`src/rtl/vec_pkg.sv`:
```
// Shared widths, FSM state encoding and beat-count helper for the vector packer.
package vec_pkg;

    localparam int LANE_W    = 8;
    localparam int BUS_W     = 128;
    localparam int MAX_LANES = 16;

    typedef enum logic [1:0] {
        IDLE  = 2'd0,
        RUN   = 2'd1,
        FLUSH = 2'd2
    } state_e;

    function automatic int beats(input int elems, input int lanes);
        return (elems + lanes - 32'sd1) / lanes;
    endfunction

endpackage

```
`src/rtl/vec_lane_insert.sv`:
```
// Combinational write of one 8-bit element into a selected lane of a 128-bit beat.
module vec_lane_insert
    import vec_pkg::*;
(
    input  logic [BUS_W-1:0]  data_i,
    input  logic [3:0]        lane_i,
    input  logic [LANE_W-1:0] val_i,
    output logic [BUS_W-1:0]  data_o
);

    // Replace only the addressed lane; every other lane passes through unchanged.
    always_comb begin
        data_o = data_i;
        for (int k = 0; k < MAX_LANES; k++) begin
            if (lane_i == 4'(k)) begin
                data_o[k*LANE_W +: LANE_W] = val_i;
            end else begin
                data_o[k*LANE_W +: LANE_W] = data_i[k*LANE_W +: LANE_W];
            end
        end
    end

endmodule

```
`src/rtl/vec_stream_packer.sv`:
```
// Packs a serial stream of INT8 pairs into zero-padded 128-bit beats, ELEMS per frame.
// Define VEC_PACKER_ERR_EN to add the sticky err_drop flag for stray in_valid.
module vec_stream_packer
    import vec_pkg::*;
#(
    parameter int ELEMS = 1000,
    parameter int LANES = 8
) (
    input  logic              clk,
    input  logic              rst,
    input  logic              start,
    input  logic              in_valid,
    output logic              in_ready,
    input  logic [LANE_W-1:0] in_a,
    input  logic [LANE_W-1:0] in_b,
    output logic              vec_valid,
    output logic [BUS_W-1:0]  vec_a,
    output logic [BUS_W-1:0]  vec_b,
    output logic              busy,
    output logic              frame_done
`ifdef VEC_PACKER_ERR_EN
    ,
    output logic              err_drop
`endif
);

    localparam int             CW        = $clog2(ELEMS + 1);
    localparam logic [CW-1:0]  LAST_ELEM = CW'(ELEMS - 1);
    localparam logic [3:0]     LAST_LANE = 4'(LANES - 1);

    state_e             state_q, state_d;
    logic [CW-1:0]      elem_cnt_q, elem_cnt_d;
    logic [3:0]         lane_idx_q, lane_idx_d;
    logic [BUS_W-1:0]   fill_a_q, fill_a_d;
    logic [BUS_W-1:0]   fill_b_q, fill_b_d;
    logic [BUS_W-1:0]   vec_a_q, vec_a_d;
    logic [BUS_W-1:0]   vec_b_q, vec_b_d;
    logic               vec_valid_q, vec_valid_d;
    logic               frame_done_q, frame_done_d;
    logic               in_ready_q;
    logic               busy_q;
    logic [BUS_W-1:0]   ins_a_s, ins_b_s;
    logic               beat_done_s;

    vec_lane_insert u_ins_a (
        .data_i (fill_a_q),
        .lane_i (lane_idx_q),
        .val_i  (in_a),
        .data_o (ins_a_s)
    );

    vec_lane_insert u_ins_b (
        .data_i (fill_b_q),
        .lane_i (lane_idx_q),
        .val_i  (in_b),
        .data_o (ins_b_s)
    );

    assign beat_done_s = (lane_idx_q == LAST_LANE) || (elem_cnt_q == LAST_ELEM);

    // Next-state and datapath decisions for the IDLE/RUN/FLUSH framing FSM.
    always_comb begin
        state_d      = state_q;
        elem_cnt_d   = elem_cnt_q;
        lane_idx_d   = lane_idx_q;
        fill_a_d     = fill_a_q;
        fill_b_d     = fill_b_q;
        vec_a_d      = vec_a_q;
        vec_b_d      = vec_b_q;
        vec_valid_d  = 1'b0;
        frame_done_d = 1'b0;
        case (state_q)
            IDLE: begin
                if (start) begin
                    state_d    = RUN;
                    elem_cnt_d = '0;
                    lane_idx_d = 4'd0;
                    fill_a_d   = '0;
                    fill_b_d   = '0;
                end else begin
                    state_d = IDLE;
                end
            end
            RUN: begin
                if (in_valid) begin
                    elem_cnt_d = elem_cnt_q + CW'(1);
                    if (beat_done_s) begin
                        // The completing lane goes straight to the output, bypassing the fill register.
                        vec_a_d     = ins_a_s;
                        vec_b_d     = ins_b_s;
                        vec_valid_d = 1'b1;
                        fill_a_d    = '0;
                        fill_b_d    = '0;
                        lane_idx_d  = 4'd0;
                        if (elem_cnt_q == LAST_ELEM) begin
                            frame_done_d = 1'b1;
                            state_d      = FLUSH;
                        end else begin
                            state_d = RUN;
                        end
                    end else begin
                        fill_a_d   = ins_a_s;
                        fill_b_d   = ins_b_s;
                        lane_idx_d = lane_idx_q + 4'd1;
                    end
                end else begin
                    state_d = RUN;
                end
            end
            FLUSH: begin
                state_d = IDLE;
            end
            default: begin
                state_d = IDLE;
            end
        endcase
    end

    // State, counters, fill and output registers.
    always_ff @(posedge clk or posedge rst) begin
        if (rst) begin
            state_q      <= IDLE;
            elem_cnt_q   <= '0;
            lane_idx_q   <= 4'd0;
            fill_a_q     <= '0;
            fill_b_q     <= '0;
            vec_a_q      <= '0;
            vec_b_q      <= '0;
            vec_valid_q  <= 1'b0;
            frame_done_q <= 1'b0;
            in_ready_q   <= 1'b0;
            busy_q       <= 1'b0;
        end else begin
            state_q      <= state_d;
            elem_cnt_q   <= elem_cnt_d;
            lane_idx_q   <= lane_idx_d;
            fill_a_q     <= fill_a_d;
            fill_b_q     <= fill_b_d;
            vec_a_q      <= vec_a_d;
            vec_b_q      <= vec_b_d;
            vec_valid_q  <= vec_valid_d;
            frame_done_q <= frame_done_d;
            in_ready_q   <= (state_d == RUN);
            busy_q       <= (state_d != IDLE);
        end
    end

    assign in_ready   = in_ready_q;
    assign busy       = busy_q;
    assign vec_valid  = vec_valid_q;
    assign vec_a      = vec_a_q;
    assign vec_b      = vec_b_q;
    assign frame_done = frame_done_q;

`ifdef VEC_PACKER_ERR_EN
    logic err_drop_q;

    // Sticky record of any element offered while the packer could not accept it.
    always_ff @(posedge clk or posedge rst) begin
        if (rst) begin
            err_drop_q <= 1'b0;
        end else if (in_valid && !in_ready_q) begin
            err_drop_q <= 1'b1;
        end
    end

    assign err_drop = err_drop_q;
`endif

endmodule
```
`config.mk`:
```
export PLATFORM = sky130hd
export DESIGN_NAME = vec_stream_packer
export DESIGN_NICKNAME = d
export VERILOG_FILES = /design/src/rtl/vec_pkg.sv /design/src/rtl/vec_lane_insert.sv /design/src/rtl/vec_stream_packer.sv
export SDC_FILE = /design/constraint.sdc
export NUM_CORES = 1
export LEC_CHECK = 0
export CAP_MARGIN = 10
export CORE_AREA = 2 2 243 245
export CTS_CLUSTER_DIAMETER = 100
export DETAILED_ROUTE_END_ITERATION = 7
export DIE_AREA = 0 0 245 247
export GPL_TIMING_DRIVEN = 0
export SLEW_MARGIN = 20
export SYNTH_ARGS = -nofsm -noshare
export SYNTH_HDL_FRONTEND = slang
export SYNTH_SLANG_ARGS = --single-unit
```
`constraint.sdc`:
```
create_clock -name clk -period 18.6 [get_ports clk]
set_input_delay 2.79 -clock clk [delete_from_list [all_inputs] [get_ports clk]]
set_output_delay 2.79 -clock clk [all_outputs]
set_load 0.02 [all_outputs]
```
==> metrics.md, run 1 <==
| Metric | Value |
|---|---|
| Tightest Hold Check Type | `reg2reg` |
| Filler cells | `5,018` |
| Worst-path clk slew | `0.06 ns` |
| CP Launch Type | `primary input` |
| CP bufs+invs | `3` |
| Initial antenna violation count | `1` |
| Synth async-reset ratio | `100%` |
| Total Neg Setup Slack | `0 ns` |
| Part of the Yosys area used for sequential elements | `between 50% and 60%` |
| PD cells | `138 mW/mm2` |
| Worst slew pin tran | `1.15 ns` |
| HPWL Detailed | `48.4 mm` |
| Ports | `280` |
| Setup CP Type | `in2reg` |
| Core Footprint | `slightly below 0.06 mm2` |
| Register bit total from synthesis | `532` |
| Post-synth top area cell | `dfrtp_1` |
| Hold-fix buffers at CTS | `0` |
| Vias in the first global route | `15,781` |
| Drt pass-1 iters | `5` |
| Max Freq | `0.196 GHz` |
| Number of synthesis warnings | `0` |
| Nets | `1,943` |
| Crit-path max FO | `10` |
| FP Rows | `slightly below 90` |
| Routability cong. | `0.877` |
| Clk sink count | `532` |
| Mean Syn Cell Area | `14.5 um2` |
| Slowest Stage Delay on Critical Path | `1.01 ns` |
| Synthesized Nets | `~1,600` |
| Internal power | `between 2 and 3 mW` |
| Maxcap violations | `0` |
| Worst Path Arrival | `around 5.7 ns` |
| CTS tree | `built` |
| H-tree depth | `2` |
| DRC | `0` |
| Area Overhead vs Synth | `25.8%` |
| Commonest non-fill, non-tap cell in the layout | `dfrtp_1` |
| Required time worst endpoint | `19.15 ns` |
| Clk_lat worst skew | `around 0.62 ns` |
| Worst Hold Margin | `0.487 ns` |
| Routed vias | `15,045` |
| Drt total wl | `68.3 mm` |
| Post-route ant nets | `0` |
| DIE AREA | `0.0605 mm2` |
| Worst R2R Path Depth | `8` |
| Post_cts resized | `0` |
| Port Buffer Count | `279` |
| Global-route wire length before repair | `102 mm` |
| Critical-path top delay cell | `o31ai_1` |
| Slew Viols, Final | `0` |
| Crit. End Element | `register` |
| Die Wd | `245 um` |
| GRT Residual Overflow | `0` |
| Layout cell share with drive strength beyond 1 | `30.3%` |
| Final setup viols | `0` |
| Dominant cells by area after synthesis | `dfrtp_1 58%, mux2_2 20%, a22o_1 9.2%` |
| Fin crit share | `a little over a quarter` |
| R2R Setup Slk | `15.35 ns` |
| Area share of the largest cell type after synthesis | `about three fifths` |
| Hold EP | `vec_a[10]` |
| CTS Buffer Depth | `3` |
| Sw Pwr | `1.24 mW` |
| Total Routing Usage GR | `22.6%` |
| Hold Path Origin | `vec_a[10]` |
| Launching point of the worst reg2reg path | `lane_idx_q[0]` |
| Starting Density | `39.3%` |
| RSZ-0062 raised after global routing | `no` |
| Post-CTS Setup Bufs | `0` |
| First-iteration detailed-routing DRC count | `1,066` |
| Pwr Total | `3.98 mW` |
| Tmin final | `roughly 5.1 ns` |
| Pin count of the biggest net entering global routing | `109` |
| Sequential power share | `39.5%` |
| Leakage | `~14 nW` |
| Combinational fraction of design power | `30.0%` |
| Switching part of the total | `31.1%` |
| Root buffer cell | `clkbuf_16` |
| Area of the multi-input gates | `0.00888 mm2` |
| Die Y | `roughly 250 um` |
| Outcome | `completed` |
| Hold Path Stages | `1` |
| CTS Buf Count | `between 50 and 60` |
| Avg WL per Cell | `between 20 and 25 um` |
| Post-Route Utilization | `between 40% and 50%` |
| Number of synthesized flops with an enable pin | `0` |
| Main synth FF type | `dfrtp_1` |
| Register Area | `0.0133 mm2` |
| Worst vdd ir | `0.0000658 V` |
| Worst-path cell chain | `clkdlybuf4s50_1, and3b_1, buf_2, nand2_1, o31ai_1, buf_2, a22o_1` |
| Drt via density | `5.50` |
| Most frequent cells in the layout | `532 x dfrtp_1, 405 x mux2_2, 279 x clkdlybuf4s50_1` |
| Crit path max-delay family | `buffers and inverters` |
| Critical path's most frequent cell | `buf_2` |
| Cells after synthesis | `1,576` |
| Max-slew headroom at the worst pin | `22.6%` |
| Clock share of power | `30.5%` |
| Worst Skew | `0.0193 ns` |
| Post-Syn Area | `0.0229 mm2` |
| Worst R2R End | `fill_b_q[108]` |
| Final Hold Fails | `0` |
| Distinct cells, synth | `42` |
==> sequential cells by signal, indices dropped and copies added, names as in the netlist <==
register and count:
fill_a_q 128, fill_b_q 128, vec_a 128, vec_b 128, elem_cnt_q 10, lane_idx_q 4
state_q 2, busy 1, frame_done 1, in_ready 1, vec_valid 1
==> Yosys cell counts (all sizes together) (4+ instances only) <==
library cell and instances:
buf 59, a21oi 4, nand2 10, inv 4, nand3b 10, o31ai 7
xor2 6, ha 5, nor2b 16, mux2 512, nand3 8, nor3b 4
o21ai 7, a22o 242, and3 7, a31o 7, clkbuf 87, dfrtp 532
nor2 15, nor3 13
==> kinds of logic after synthesis <==
kind of cell / synth area share [%]
flip-flops: 58.1
multiplexers: 25.2
AO/OA/AOI/OAI: 10.2
buffers and inverters: 3.19
AND/OR/NAND/NOR: 2.70
XOR/XNOR: 0.306
adder cells (fa/ha/maj): 0.273
==> metal layers <==
layer | vias up | share of wire, % | GRT usage, %
li1 | 6525 | - | -
met1 | 7951 | 45 | 31.6
met2 | 487 | 47 | 36.2
met3 | 82 | 5.8 | 4.11
met4 | 0 | 2.1 | 5.97
met5 | - | 0 | 0
==> layout make-up <==
type	count	area share, %
Buffer	146	2.49
Clock buffer	75	5.60
Antenna cell	1	0.00868
Sequential cell	532	46.2
Tap cell	773	3.35
Inverter	4	0.0781
Multi-Input combinational cell	894	30.8
Timing Repair Buffer	284	10.2
Clock inverter	28	1.36
==> metrics by stage <==
stage	instances	area (um2)	setup slack [ns]
global route	2737	28800	13.42
global placement	2628	26700	-5.02
detailed placement	2633	26800	12.99
floorplan	1576	22900	0.943
CTS	2736	28800	13.63
finish	2737	28800	13.50
==> worst max path at each step <==
stage,cells past startpoint,slack (ns),from,end
2_1_floorplan,1,0.94,rst,busy
5_1_grt,7,13.42,in_valid,fill_b_q[104]
4_1_cts,7,13.63,in_valid,fill_b_q[5]
6_report,7,13.50,in_valid,fill_b_q[108]
3_5_place_dp,7,12.99,in_valid,fill_b_q[5]
3_3_place_gp,2,-5.02,rst,vec_b[14]
==> power groups by stage <==
stage	clock network [mW]	registers (mW)	logic, mW
detailed placement	0	1.59	1.20
floorplan	0	1.71	0.551
CTS	1.23	1.58	1.20
global placement	0	1.59	1.18
finish	1.21	1.58	1.19
global route	1.29	1.61	1.27
No activity file was read; power rests on OpenSTA's default activity.
==> inputs of run 2 (changes only) <==
==> constraint.sdc (replaced) <==
create_clock -name clk -period 5.3 [get_ports clk]
set_input_delay 0.795 -clock clk [delete_from_list [all_inputs] [get_ports clk]]
set_output_delay 0.795 -clock clk [all_outputs]
set_load 0.02 [all_outputs]
==> metrics.md, run 2 (synthesis results as in run 1) <==
| Metric | Value |
|---|---|
| Outcome | `completed (unchanged)` |
| Root buffer cell | `clkbuf_16 (unchanged)` |
| Final Hold Fails | `0 (unchanged)` |
| Worst R2R Path Depth | `8 (unchanged)` |
| Commonest non-fill, non-tap cell in the layout | `dfrtp_1 (unchanged)` |
| Tightest Hold Check Type | `reg2reg (unchanged)` |
| Worst-path clk slew | `0.06 ns (about the same)` |
| Crit. End Element | `register (unchanged)` |
| R2R Setup Slk | `2.03 ns (was 15.35 ns)` |
| Worst Skew | `0.0144 ns (was 0.0193 ns)` |
| First-iteration detailed-routing DRC count | `1,080 (was 1,066)` |
| CP Launch Type | `register (was primary input)` |
| Maxcap violations | `0 (unchanged)` |
| Pre-CTS setup slack | `1.68 ns (was 12.99 ns)` |
| DP Area | `0.0270 mm2 (was 0.0268 mm2)` |
| GRT Residual Overflow | `0 (unchanged)` |
| Worst Path Arrival | `3.81 ns (was 5.65 ns)` |
| Hold-fix buffers at CTS | `0 (unchanged)` |
| Layout cell share with drive strength beyond 1 | `30.2% (was 30.3%)` |
| Crit-path max FO | `10 (unchanged)` |
| Pin count of the biggest net entering global routing | `36 (was 109)` |
| Worst slew pin tran | `1.14 ns (was 1.15 ns)` |
| Worst vdd ir | `0.000263 V (was 0.0000658 V)` |
| Routed vias | `15,139 (was 15,045)` |
| Max-slew headroom at the worst pin | `23.0% (was 22.6%)` |
| Launching point of the worst reg2reg path | `lane_idx_q[0] (unchanged)` |
| Nets | `1,957 (was 1,943)` |
| RSZ-0062 raised after global routing | `no (unchanged)` |
| Clk_lat worst skew | `0.61 ns (was 0.62 ns)` |
| Slew Viols, Final | `0 (unchanged)` |
| Leakage | `13.8 nW (was 13.7 nW)` |
| Port Buffer Count | `279 (unchanged)` |
| Setup CP Type | `reg2reg (was in2reg)` |
| DRC | `0 (unchanged)` |
| Area of the multi-input gates | `0.00888 mm2 (unchanged)` |
| Most frequent cells in the layout | `532 x dfrtp_1, 405 x mux2_2, 279 x clkdlybuf4s50_1 (unchanged)` |
| Global-route wire length before repair | `103 mm (was 102 mm)` |
| Worst R2R End | `fill_b_q[0] (was fill_b_q[108])` |
| Core Footprint | `0.0582 mm2 (unchanged)` |
| Setup crit start | `lane_idx_q[0] (was in_valid)` |
| Filler cells | `4,985 (was 5,018)` |
| CTS tree | `built (unchanged)` |
| Post-CTS Setup Bufs | `0 (unchanged)` |
| CTS Buf Count | `57 (was 56)` |
| Post_cts resized | `0 (unchanged)` |
| Die Wd | `245 um (unchanged)` |
| Fin area | `0.0289 mm2 (was 0.0288 mm2)` |
| Tmin final | `3.27 ns` |
| Fin crit share | `61.6%` |
| Setup ws final | `2.03 ns (was 13.50 ns)` |
| HPWL Detailed | `49.3 mm (was 48.4 mm)` |
| Avg WL per Cell | `25.0 um (about the same)` |
| Starting Density | `39.3% (unchanged)` |
| Drt total wl | `68.8 mm (was 68.3 mm)` |
| Critical Path End | `fill_b_q[0] (was fill_b_q[108])` |
| Total Routing Usage GR | `22.9% (was 22.6%)` |
| Post-route ant nets | `0 (unchanged)` |
| Vias in the first global route | `15,774 (was 15,781)` |
| H-tree depth | `2 (unchanged)` |
| Register Area | `0.0133 mm2 (unchanged)` |
| Die Y | `247 um (unchanged)` |
| PD cells | `474 mW/mm2 (was 138 mW/mm2)` |
| Required time worst endpoint | `5.84 ns (was 19.15 ns)` |
| FP Rows | `89 (unchanged)` |
| Drt via density | `5.51 (was 5.50)` |
| DIE AREA | `0.0605 mm2 (unchanged)` |
| Initial antenna violation count | `1 (unchanged)` |
| Routability cong. | `0.882 (was 0.877)` |
| Final setup viols | `0 (unchanged)` |
| Drt pass-1 iters | `5 (unchanged)` |
| Ports | `280 (unchanged)` |
| Clk sink count | `532 (unchanged)` |
| Max Freq | `0.306 GHz` |
| CTS Buffer Depth | `3 (unchanged)` |
| Area Overhead vs Synth | `26.1% (was 25.8%)` |
-- run 2: cell count changes in the layout (fill, tap and decap cells not counted), moves of 3 or more --
cell,before,now
clkbuf_8,12,17
buf_12,0,17
clkbuf_1,93,104
buf_16,5,1
bufinv_16,9,2
clkinvlp_4,6,1
inv_6,3,0
-- run 2: cell type report --
type | instances | area share [%]
diodes | 1 | 0.00866
plain buffers | 146 | 2.48
clock buffers | 91 | 5.97
clock inverters | 12 | 0.394
inverters | 4 | 0.0650
multi-input cells | 894 | 30.7
flip-flops and latches | 532 | 46.1
well taps | 773 | 3.35
repair buffers | 297 | 10.9
-- run 2: worst min path at each step --
stage                      start            to  cells past startpoint
floorplan           fill_a_q[56]  fill_a_q[56]                      1
global placement       vec_b[20]     vec_b[20]                      1
detailed placement     vec_b[91]     vec_b[91]                      1
CTS                   vec_a[103]    vec_a[103]                      1
global route           vec_a[97]     vec_a[97]                      1
finish                  vec_a[2]      vec_a[2]                      1
-- run 2: layer usage --
layer,share of wire [%],track usage [%]
met1,46,32.7
met2,46,35.6
met3,6.1,4.30
met4,2.2,6.33
met5,0,0
-- run 2: through the flow --
| step | power (mW) | setup TNS, ns | util, % | hold slack, ns | std cells |
|---|---|---|---|---|---|
| 2_1_floorplan | 7.93 | -1450.80 | - | 0.458 | 1576 |
| 3_3_place_gp | 9.70 | -3154.82 | 45.8 | 0.474 | 2628 |
| 3_5_place_dp | 9.79 | 0 | 46.4 | 0.474 | 2646 |
| 4_1_cts | 13.8 | 0 | 49.6 | 0.489 | 2749 |
| 5_1_grt | 14.3 | 0 | 49.6 | 0.504 | 2750 |
| 6_report | 13.7 | 0 | 49.6 | 0.483 | 2750 |
-- run 2: where the power goes --
part / switching, mW / internal, mW / total [mW]
registers: 0.599 / 4.95 / 5.55
logic: 2.07 / 2.12 / 4.19
clock network: 1.64 / 2.31 / 3.94
total: 4.30 / 9.38 / 13.7
-- run 2: worst max-delay path: stages, from the launching register on --
cell      delay (ns)
dfrtp_1         0.45
ha_1            0.24
clkbuf_1        0.16
nand3b_1        0.10
buf_2           0.32
nand2_1         0.34
o31ai_1         1.00
buf_2           0.41
a22o_1          0.17
